## src/rtl/fetch_controller_pkg.sv

```systemverilog
// Shared types for the fetch controller: state encoding, opcodes, strobe bundle.
// FETCH_CTRL_IRQ_EN adds the interrupt states, the EI opcode decode and IRQ strobes.
package fetch_controller_pkg;

   localparam int WAIT_LIMIT_DEFAULT = 15;

   localparam logic [3:0] OP_NOP   = 4'h0;
   localparam logic [3:0] OP_ALU   = 4'h1;
   localparam logic [3:0] OP_LOAD  = 4'h2;
   localparam logic [3:0] OP_STORE = 4'h3;
   localparam logic [3:0] OP_JMP   = 4'h4;
   localparam logic [3:0] OP_CALL  = 4'h5;
   localparam logic [3:0] OP_HALT  = 4'h6;
   localparam logic [3:0] OP_EI    = 4'h7;

   typedef enum logic [3:0] {
      ST_FETCH,
      ST_DECODE,
      ST_EXEC,
      ST_MEM,
      ST_CALL_PUSH,
      ST_JUMP,
`ifdef FETCH_CTRL_IRQ_EN
      ST_IRQ_PUSH,
      ST_IRQ_VEC,
`endif
      ST_HALT
   } state_e;

   typedef struct packed {
      logic pc_increment;
      logic pc_load;
      logic pc_push;
      logic pc_push_d;
      logic i_read;
      logic mem_read;
      logic mem_write;
      logic alu_en;
      logic jmp_src_en;
      logic stack_we;
`ifdef FETCH_CTRL_IRQ_EN
      logic irq_ack;
      logic vec_en;
`endif
   } ctrl_t;

   // Strobes that belong to a state; registered alongside the state itself.
   function automatic ctrl_t decode_ctrl(input state_e st, input logic [3:0] opcode);
      ctrl_t c;
      c = '0;
      case (st)
         ST_FETCH: begin
            c.pc_push = 1'b1;
            c.i_read  = 1'b1;
         end
         ST_DECODE: c.pc_increment = 1'b1;
         ST_EXEC:   c.alu_en = (opcode == OP_ALU);
         ST_MEM: begin
            c.mem_read  = (opcode == OP_LOAD);
            c.mem_write = (opcode == OP_STORE);
         end
         ST_CALL_PUSH: begin
            c.pc_push_d = 1'b1;
            c.stack_we  = 1'b1;
         end
         ST_JUMP: begin
            c.pc_load    = 1'b1;
            c.jmp_src_en = 1'b1;
         end
`ifdef FETCH_CTRL_IRQ_EN
         ST_IRQ_PUSH: begin
            c.pc_push_d = 1'b1;
            c.stack_we  = 1'b1;
            c.irq_ack   = 1'b1;
         end
         ST_IRQ_VEC: begin
            c.pc_load = 1'b1;
            c.vec_en  = 1'b1;
         end
`endif
         default: c = '0;
      endcase
      return c;
   endfunction

endpackage

```

## src/rtl/fetch_controller_wait_timer.sv

```systemverilog
// Ready-less cycle counter for fetch and memory waits.
// limit_reached is high in the cycle whose ready-less outcome would reach LIMIT.
module wait_timer
   import fetch_controller_pkg::*;
#(
   parameter int LIMIT = WAIT_LIMIT_DEFAULT
) (
   input  logic clk,
   input  logic rst,
   input  logic clear,
   input  logic enable,
   output logic limit_reached
);

   localparam int CW = (LIMIT < 2) ? 1 : $clog2(LIMIT + 1);

   logic [CW-1:0] count_q;
   logic [CW-1:0] count_d;

   always_comb begin
      limit_reached = (int'(count_q) >= LIMIT - 1);
      count_d       = count_q;
      if (clear) begin
         count_d = '0;
      end else if (enable && !limit_reached) begin
         count_d = count_q + 1'b1;
      end
   end

   always_ff @(posedge clk) begin
      if (rst) begin
         count_q <= '0;
      end else begin
         count_q <= count_d;
      end
   end

endmodule

```

## src/rtl/fetch_controller.sv

```systemverilog
// Instruction fetch/decode sequencer with registered datapath strobes.
// Define FETCH_CTRL_IRQ_EN for the irq/irq_ack/vec_en interrupt path and the EI opcode.
module fetch_controller
   import fetch_controller_pkg::*;
#(
   parameter int WAIT_LIMIT = WAIT_LIMIT_DEFAULT
) (
   input  logic        clk,
   input  logic        rst,
`ifdef FETCH_CTRL_IRQ_EN
   input  logic        irq,
   output logic        irq_ack,
   output logic        vec_en,
`endif
   input  logic [15:0] i_data,
   input  logic        i_ready,
   input  logic        mem_ready,
   output logic        pc_increment,
   output logic        pc_load,
   output logic        pc_push,
   output logic        pc_push_d,
   output logic        i_read,
   output logic [15:0] ir,
   output logic        mem_read,
   output logic        mem_write,
   output logic        alu_en,
   output logic        jmp_src_en,
   output logic        stack_we,
   output logic        halted,
   output logic        bus_err,
   output logic        illegal
);

   state_e      state_q, state_d;
   logic [15:0] ir_q, ir_d;
   ctrl_t       ctrl_q, ctrl_d;
   logic        halted_q, halted_d;
   logic        bus_err_q, bus_err_d;
   logic        illegal_q, illegal_d;
   logic        timer_clear, timer_en, limit_reached;
   logic [3:0]  opcode;
`ifdef FETCH_CTRL_IRQ_EN
   logic        ie_q, ie_d;
`endif

   assign opcode = ir_q[15:12];

   wait_timer #(
      .LIMIT(WAIT_LIMIT)
   ) u_wait_timer (
      .clk          (clk),
      .rst          (rst),
      .clear        (timer_clear),
      .enable       (timer_en),
      .limit_reached(limit_reached)
   );

   // FETCH only accepts i_ready once its strobe is actually on the bus,
   // which holds off the first post-reset cycle where strobes are still 0.
   always_comb begin
      state_d   = state_q;
      ir_d      = ir_q;
      bus_err_d = bus_err_q;
      illegal_d = illegal_q;
      timer_en  = 1'b0;
`ifdef FETCH_CTRL_IRQ_EN
      ie_d      = ie_q;
`endif
      case (state_q)
         ST_FETCH: begin
            if (ctrl_q.i_read) begin
               if (i_ready) begin
                  ir_d    = i_data;
                  state_d = ST_DECODE;
               end else if (limit_reached) begin
                  state_d   = ST_HALT;
                  bus_err_d = 1'b1;
               end else begin
                  timer_en = 1'b1;
               end
            end
         end
         ST_DECODE: begin
            case (opcode)
               OP_NOP, OP_ALU:    state_d = ST_EXEC;
               OP_LOAD, OP_STORE: state_d = ST_MEM;
               OP_JMP:            state_d = ST_JUMP;
               OP_CALL:           state_d = ST_CALL_PUSH;
               OP_HALT:           state_d = ST_HALT;
`ifdef FETCH_CTRL_IRQ_EN
               OP_EI:             state_d = ST_EXEC;
`endif
               default: begin
                  state_d   = ST_HALT;
                  illegal_d = 1'b1;
               end
            endcase
         end
         ST_EXEC: begin
`ifdef FETCH_CTRL_IRQ_EN
            if (opcode == OP_EI) begin
               ie_d = 1'b1;
            end
`endif
            state_d = ST_FETCH;
         end
         ST_MEM: begin
            if (mem_ready) begin
               state_d = ST_FETCH;
            end else if (limit_reached) begin
               state_d   = ST_HALT;
               bus_err_d = 1'b1;
            end else begin
               timer_en = 1'b1;
            end
         end
         ST_CALL_PUSH: state_d = ST_JUMP;
         ST_JUMP:      state_d = ST_FETCH;
`ifdef FETCH_CTRL_IRQ_EN
         ST_IRQ_PUSH: begin
            ie_d    = 1'b0;
            state_d = ST_IRQ_VEC;
         end
         ST_IRQ_VEC:   state_d = ST_FETCH;
`endif
         ST_HALT:      state_d = ST_HALT;
         default:      state_d = ST_FETCH;
      endcase
`ifdef FETCH_CTRL_IRQ_EN
      // Interrupts are taken only on a fresh entry into FETCH.
      if (state_d == ST_FETCH && state_q != ST_FETCH && irq && ie_q) begin
         state_d = ST_IRQ_PUSH;
      end
`endif
      timer_clear = (state_d != state_q);
      halted_d    = (state_d == ST_HALT);
      ctrl_d      = decode_ctrl(state_d, opcode);
   end

   always_ff @(posedge clk) begin
      if (rst) begin
         state_q   <= ST_FETCH;
         ir_q      <= '0;
         ctrl_q    <= '0;
         halted_q  <= 1'b0;
         bus_err_q <= 1'b0;
         illegal_q <= 1'b0;
`ifdef FETCH_CTRL_IRQ_EN
         ie_q      <= 1'b1;
`endif
      end else begin
         state_q   <= state_d;
         ir_q      <= ir_d;
         ctrl_q    <= ctrl_d;
         halted_q  <= halted_d;
         bus_err_q <= bus_err_d;
         illegal_q <= illegal_d;
`ifdef FETCH_CTRL_IRQ_EN
         ie_q      <= ie_d;
`endif
      end
   end

   assign pc_increment = ctrl_q.pc_increment;
   assign pc_load      = ctrl_q.pc_load;
   assign pc_push      = ctrl_q.pc_push;
   assign pc_push_d    = ctrl_q.pc_push_d;
   assign i_read       = ctrl_q.i_read;
   assign mem_read     = ctrl_q.mem_read;
   assign mem_write    = ctrl_q.mem_write;
   assign alu_en       = ctrl_q.alu_en;
   assign jmp_src_en   = ctrl_q.jmp_src_en;
   assign stack_we     = ctrl_q.stack_we;
   assign ir           = ir_q;
   assign halted       = halted_q;
   assign bus_err      = bus_err_q;
   assign illegal      = illegal_q;
`ifdef FETCH_CTRL_IRQ_EN
   assign irq_ack      = ctrl_q.irq_ack;
   assign vec_en       = ctrl_q.vec_en;
`endif

endmodule

```

## config.mk

```make
export PLATFORM = sky130hd
export DESIGN_NAME = fetch_controller
export DESIGN_NICKNAME = d
export VERILOG_FILES = /design/src/rtl/fetch_controller_pkg.sv /design/src/rtl/fetch_controller_wait_timer.sv /design/src/rtl/fetch_controller.sv
export SDC_FILE = /design/constraint.sdc
export NUM_CORES = 1
export LEC_CHECK = 0
export ABC_AREA = 1
export CAP_MARGIN = 20
export CORE_MARGIN = 10
export CORE_UTILIZATION = 35
export CTS_BUF_LIST = sky130_fd_sc_hd__clkbuf_16
export DETAILED_ROUTE_END_ITERATION = 8
export PLACE_DENSITY_LB_ADDON = 0.15
export SLEW_MARGIN = 20
export SYNTH_ARGS = -nofsm -noshare
export SYNTH_HDL_FRONTEND = slang
export SYNTH_SLANG_ARGS = --single-unit
```

## constraint.sdc

```tcl
create_clock -name clk -period 2.3 [get_ports clk]
set_clock_uncertainty 0.05 [all_clocks]
set_input_delay 0.46 -clock clk [delete_from_list [all_inputs] [get_ports clk]]
set_output_delay 0.46 -clock clk [all_outputs]
set_load 0.02 [all_outputs]
```

* Word level (Yosys, flattened, before mapping)
Cells that the tools add are included.
Cells by class: $add $sub $neg 1, reduce and logical (&&, ||, !) cells 15, $lt $le $gt $ge 1, bitwise operators 3, multiplexer cells 20, equal/unequal tests 20
Operators by type and width (count):
- equality test 4 x 3 -> 1 bit (second input constant) | 8
- equality test 4 x 2 -> 1 bit (second input constant) | 5
- one-hot mux 4 bit (5 select lines) | 1
- two-way mux 4 bit | 4
- equality test 4 x 1 -> 1 bit (second input constant) | 3
- zero test 4 bit | 3
- two-way mux 1 bit | 12
- one-hot mux 3 bit (4 select lines) | 1
- OR reduction 2 bit | 5
- OR reduction 7 bit | 1
- inequality test 2 bit (second input constant) | 3
- adder 4 x 1 -> 4 bit (second input constant) | 1
- >= comparator 4 bit (second input constant) | 1
- inequality test 4 bit | 1
- one-hot mux 1 bit (2 select lines) | 2
- AND reduction 4 bit | 1
- inverter 1 bit | 3
- AND reduction 3 bit | 1
- AND reduction 2 bit | 1
- nonzero test 2 bit | 1
- logical AND 1 bit | 1
- zero test 1 bit | 1
Word-level totals: bits in registers 34, bits of input ports 20, output and inout bits 29

* Logic depth before layout (Yosys ltp)
depth in word-level cells 8, mapped depth 12, depth with buffers taken out 12

* Cells and area by module
From an unflattened synthesis, not the netlist that was laid out.
Unflattened totals: cell total of the unflattened synthesis 213, area, all modules 1551.5 um^2
Modules (own cells, without submodules):
- fetch_controller | cells an instance 176, area an instance 1307.5 um^2, sequential area each 600.6 um^2, times used 1
- wait_timer | cells an instance 37, area an instance 244.0 um^2, sequential area each 80.1 um^2, times used 1

* Worst setup path after synthesis
No wires, ideal clock.
path kind reg2reg, start reg u_wait_timer.count_q[0], end reg u_wait_timer.count_q[0], required time 2.177 ns, period minus slack after synthesis 1.434 ns, stages on the path, launching flop included 12, buffers on the path 0, library setup time 0.073 ns, path slack 0.866 ns, arrival 1.311 ns, path through dfxtp_1 > inv_1 > ha_1 > nor2_1 > nor2_2 > inv_1 > nand2_1 > nand2_2 > nand2_1 > nand2_1 > nand3_2 > nor3_2
Between the ends: cells in the longest elaborated chain, start to end 7, elaborated cells between the ends (all ways) 16, classes of those cells add/sub (1); order compare (1); eq/ne (1); mux (10); reduce/logical (3)
Ends and longest elaborated chain:
- start: declaration | line fetch_controller_wait_timer.sv:17 | logic [CW-1:0] count_q;
- start signal: assignment | line fetch_controller_wait_timer.sv:34 | count_q <= count_d;
- >= comparator 4 bit | line fetch_controller_wait_timer.sv:21 | limit_reached = (int'(count_q) >= LIMIT - 1);
- two-way mux 4 bit | line fetch_controller.sv:75, fetch_controller.sv:110
- two-way mux 4 bit | line fetch_controller.sv:72 | if (i_ready) begin
- two-way mux 4 bit | line fetch_controller.sv:71 | if (ctrl_q.i_read) begin
- one-hot mux 4 bit (5 select lines) | line fetch_controller.sv:69 | case (state_q)
- inequality test 4 bit | line fetch_controller.sv:135 | timer_clear = (state_d != state_q);
- OR reduction 2 bit (no line)
Several ways; a longest one is shown, not always the timed one. A chain may end at the register's enable or synchronous reset.

==> qor.tcl <==
set qor(hp-class) {flop to flop}
set qor(finalWeightedCongestion) 0.794
set qor(peakVddDrop_v) 0.000473
set qor(die_w_microns) 86.0
set qor(cts.htree.levels) 2
set qor(syn_nets) 230
set qor(die_area_sq_mm) 0.00740
set qor(clkLatencyLatePin_ns) 0.28
set qor(synth-async-reset-ratio) 0
set qor(post-place-cells) 300
set qor(cp_slowest_stage_delay_ns) 0.64
set qor(cts.hold.buffers_added) 0
set qor(area_growth_syn_to_layout_pct) 46.8
set qor(num_rows) 23
set qor(synth_warnings) 0
set qor(worstPathBufferInverterCount) 1
set qor(grt_pass1_vias) 1486
set qor(drc) 0
set qor(synth_flop_cell) {sky130_fd_sc_hd__dfxtp_1}
set qor(antenna_violations_before_repair) 0
set qor(floorplan.core_area_sq_mm) 0.00412
set qor(place_hpwl_microns) 2960
set qor(timing.rr.end) {mem_write}
set qor(timing.rr.start) {state_q[2]}
set qor(drive_gt1_frac) 0.128
set qor(fin_cells) 308
set qor(ys_ff_latch) 34
set qor(wire_per_inst_microns) 12.4
set qor(min_to) {mem_read}
set qor(ys_types) 25
set qor(port_buffers) 48
set qor(static-leakage-power_nw) 0.920
set qor(post-route-min-period_ns) 1.84
set qor(cts_root_buf) {sky130_fd_sc_hd__clkbuf_16}
set qor(hold_viol_final) 0
set qor(clock_tree.buffer_depth) 2
set qor(avgSynthCellArea_sq_um) 7.33
set qor(run_status) {finished, final reports clean}
set qor(synth_enable_flop_cells) 0
set qor(vias) 1422
set qor(mapped_cell_area_sq_mm) 0.00153
set qor(synth_cells) 208
set qor(critical_path.endpoint_type) {primary output}
set qor(yosys.area.top_type_share) 0.446
set qor(timing.critical_path.from_type) {flop}
set qor(cts_resized) 0
set qor(worst_ep_required_time_ns) 1.79
set qor(routed_via_density) 4.62
set qor(cp_top_family) {buffers and inverters}
set qor(post-synth-top-area-cell) {sky130_fd_sc_hd__dfxtp_1}
set qor(synth-seq-area-share) 0.446
set qor(power_per_standard_cell_area_mw_per_mm2) 738
set qor(drt_first_pass_iters) 4
set qor(largest_reg_flops) 16
set qor(io-pin-count) 49
set qor(grt_usage) 0.110
set qor(maxCapViolCount) 0
set qor(critical-path-slowest-cell) {sky130_fd_sc_hd__clkdlybuf4s50_1}
set qor(post_cts_setup_repair_buffer_count) 0
set qor(arrival_ns) 1.33
set qor(setup_tns_final_ns) 0
set qor(antennaDiodeCount) 0
set qor(wl_final_microns) 3810
set qor(drtAntennaViolNets) 0
set qor(tritoncts) {done}
set qor(drv_slew) 0
set qor(critPathKind) {flop to primary output}
set qor(setup-violations-final) 0
set qor(clk_pin_slew_ns) 0.06
set qor(cts_num_sinks) 34
set qor(fin_worst_hold_slack_ns) 0.407
set qor(rsz_0062_raised_after_global_routing) {false}
set qor(timing.critical_path.fanout_max) 4
set qor(final_nets) 279
set qor(maxClockFrequency_ghz) 0.543
set qor(initial_core_util) 0.371
set qor(rrSetupSlack_ns) 0.59
set qor(drt-initial-drc-count) 45
set qor(startpoint_of_the_tightest_hold_check_path) {ir[12]}
set qor(die_height_microns) 86.0
set qor(wire_length_of_the_first_global_routing_pass_microns) 6700
set qor(hold_path_depth) 1
set qor(overflow) 0
set qor(r2r_cells) 11
set qor(grt_start_max_net_pins) 21
set qor(period_share) 0.801
set qor(tritoncts_buffer_count) 5
set qor(crit_chain) {clkdlybuf4s50_1}
set qor(synth.top_cells.by_area) {sky130_fd_sc_hd__dfxtp_1 (45%), sky130_fd_sc_hd__nand2_1 (10%), sky130_fd_sc_hd__nand3_1 (8.5%)}
[synth_stat cells (2+ instances only)]
cell and number:
sky130_fd_sc_hd__buf_4 3, sky130_fd_sc_hd__nand3_1 26, sky130_fd_sc_hd__inv_2 3, sky130_fd_sc_hd__nor2_2 3, sky130_fd_sc_hd__clkbuf_1 5, sky130_fd_sc_hd__nand2_1 41
sky130_fd_sc_hd__nor2_1 20, sky130_fd_sc_hd__nor3_1 2, sky130_fd_sc_hd__o21ai_0 5, sky130_fd_sc_hd__dfxtp_1 34, sky130_fd_sc_hd__nand2_4 2, sky130_fd_sc_hd__a21oi_1 18
sky130_fd_sc_hd__inv_1 23, sky130_fd_sc_hd__ha_1 2, sky130_fd_sc_hd__nor3_2 4, sky130_fd_sc_hd__nand2_2 8
[kinds of logic after synthesis]
group | share of synthesized area
other | 0.00246
buffers and inverters | 0.0935
adders and majority gates | 0.0164
xor gates and xnor gates | 0.00574
DFF | 0.446
and+or+nand+nor | 0.351
AOI/OAI and AO/OA | 0.0845
[cells in the final DEF, fill, tap and decap left out]
| cell | n |
|---|---|
| sky130_fd_sc_hd__clkdlybuf4s50_1 | 48 |
| sky130_fd_sc_hd__nand2_1 | 41 |
| sky130_fd_sc_hd__dfxtp_1 | 34 |
| sky130_fd_sc_hd__nand3_1 | 26 |
| sky130_fd_sc_hd__inv_1 | 23 |
| sky130_fd_sc_hd__nor2_1 | 20 |
| sky130_fd_sc_hd__a21oi_1 | 18 |
| sky130_fd_sc_hd__nand2_2 | 8 |
| sky130_fd_sc_hd__o21ai_0 | 5 |
| sky130_fd_sc_hd__clkbuf_16 | 5 |
| sky130_fd_sc_hd__nor3_2 | 4 |
| sky130_fd_sc_hd__inv_2 | 3 |
| sky130_fd_sc_hd__nor2_2 | 3 |
| sky130_fd_sc_hd__buf_4 | 3 |
| sky130_fd_sc_hd__nand2_4 | 2 |
| sky130_fd_sc_hd__nor3_1 | 2 |
| sky130_fd_sc_hd__ha_1 | 2 |
| sky130_fd_sc_hd__bufinv_16 | 2 |
| sky130_fd_sc_hd__nor2_4 | 1 |
| sky130_fd_sc_hd__nand4_1 | 1 |
| sky130_fd_sc_hd__a31oi_1 | 1 |
| sky130_fd_sc_hd__o21bai_1 | 1 |
| sky130_fd_sc_hd__nand3_2 | 1 |
| sky130_fd_sc_hd__xor2_1 | 1 |
| sky130_fd_sc_hd__nand3b_1 | 1 |
| sky130_fd_sc_hd__clkinv_4 | 1 |
| sky130_fd_sc_hd__conb_1 | 1 |
[power by group]
part	leakage (nW)	internal, mW	switching [mW]
Sequential	0.276	0.604	0.0112
Clock	0.0940	0.622	0.249
Combinational	0.550	0.0777	0.0892
Total	0.920	1.30	0.350
[layer usage]
metal	track usage	up-vias	routed length, microns
met2	0.158	46	1620
li1	-	752	-
met1	0.123	622	1640
met4	0.0269	0	17
met5	0	-	0
met3	0.0851	2	534
[how the worst max path moves through the flow]
| stage | from | endpoint | slack [ns] | cells after the start |
|---|---|---|---|---|
| 3_5_place_dp | i_ready | u_wait_timer.count_q[3] | 0.39 | 11 |
| 2_1_floorplan | u_wait_timer.count_q[0] | u_wait_timer.count_q[0] | 0.87 | 11 |
| 3_3_place_gp | i_ready | u_wait_timer.count_q[2] | 0.43 | 11 |
| 4_1_cts | i_read | i_read | 0.44 | 1 |
| 6_report | i_read | pc_push | 0.46 | 1 |
| 5_1_grt | state_q[2] | mem_write | 0.38 | 11 |
[stage by stage]
step                cell area [sq um]  setup slack, ns   util  total power, mW
global route                     2240            0.380  0.544             1.72
finish                           2240            0.458  0.544             1.65
global placement                 2050            0.428  0.497            0.798
detailed placement               2050            0.392  0.497            0.797
floorplan                        1530            0.866      -            0.718
CTS                              2240            0.438  0.544             1.67
[cell type report]
cell class,count,area [sq um]
Clock inverter,3,68.8
Timing Repair Buffer,51,503
Multi-Input combinational cell,139,702
Fill cell,410,1880
Tap cell,50,62.6
Clock buffer,5,125
Inverter,26,97.6
Sequential cell,34,681
Power figures use the tool's default switching activity.
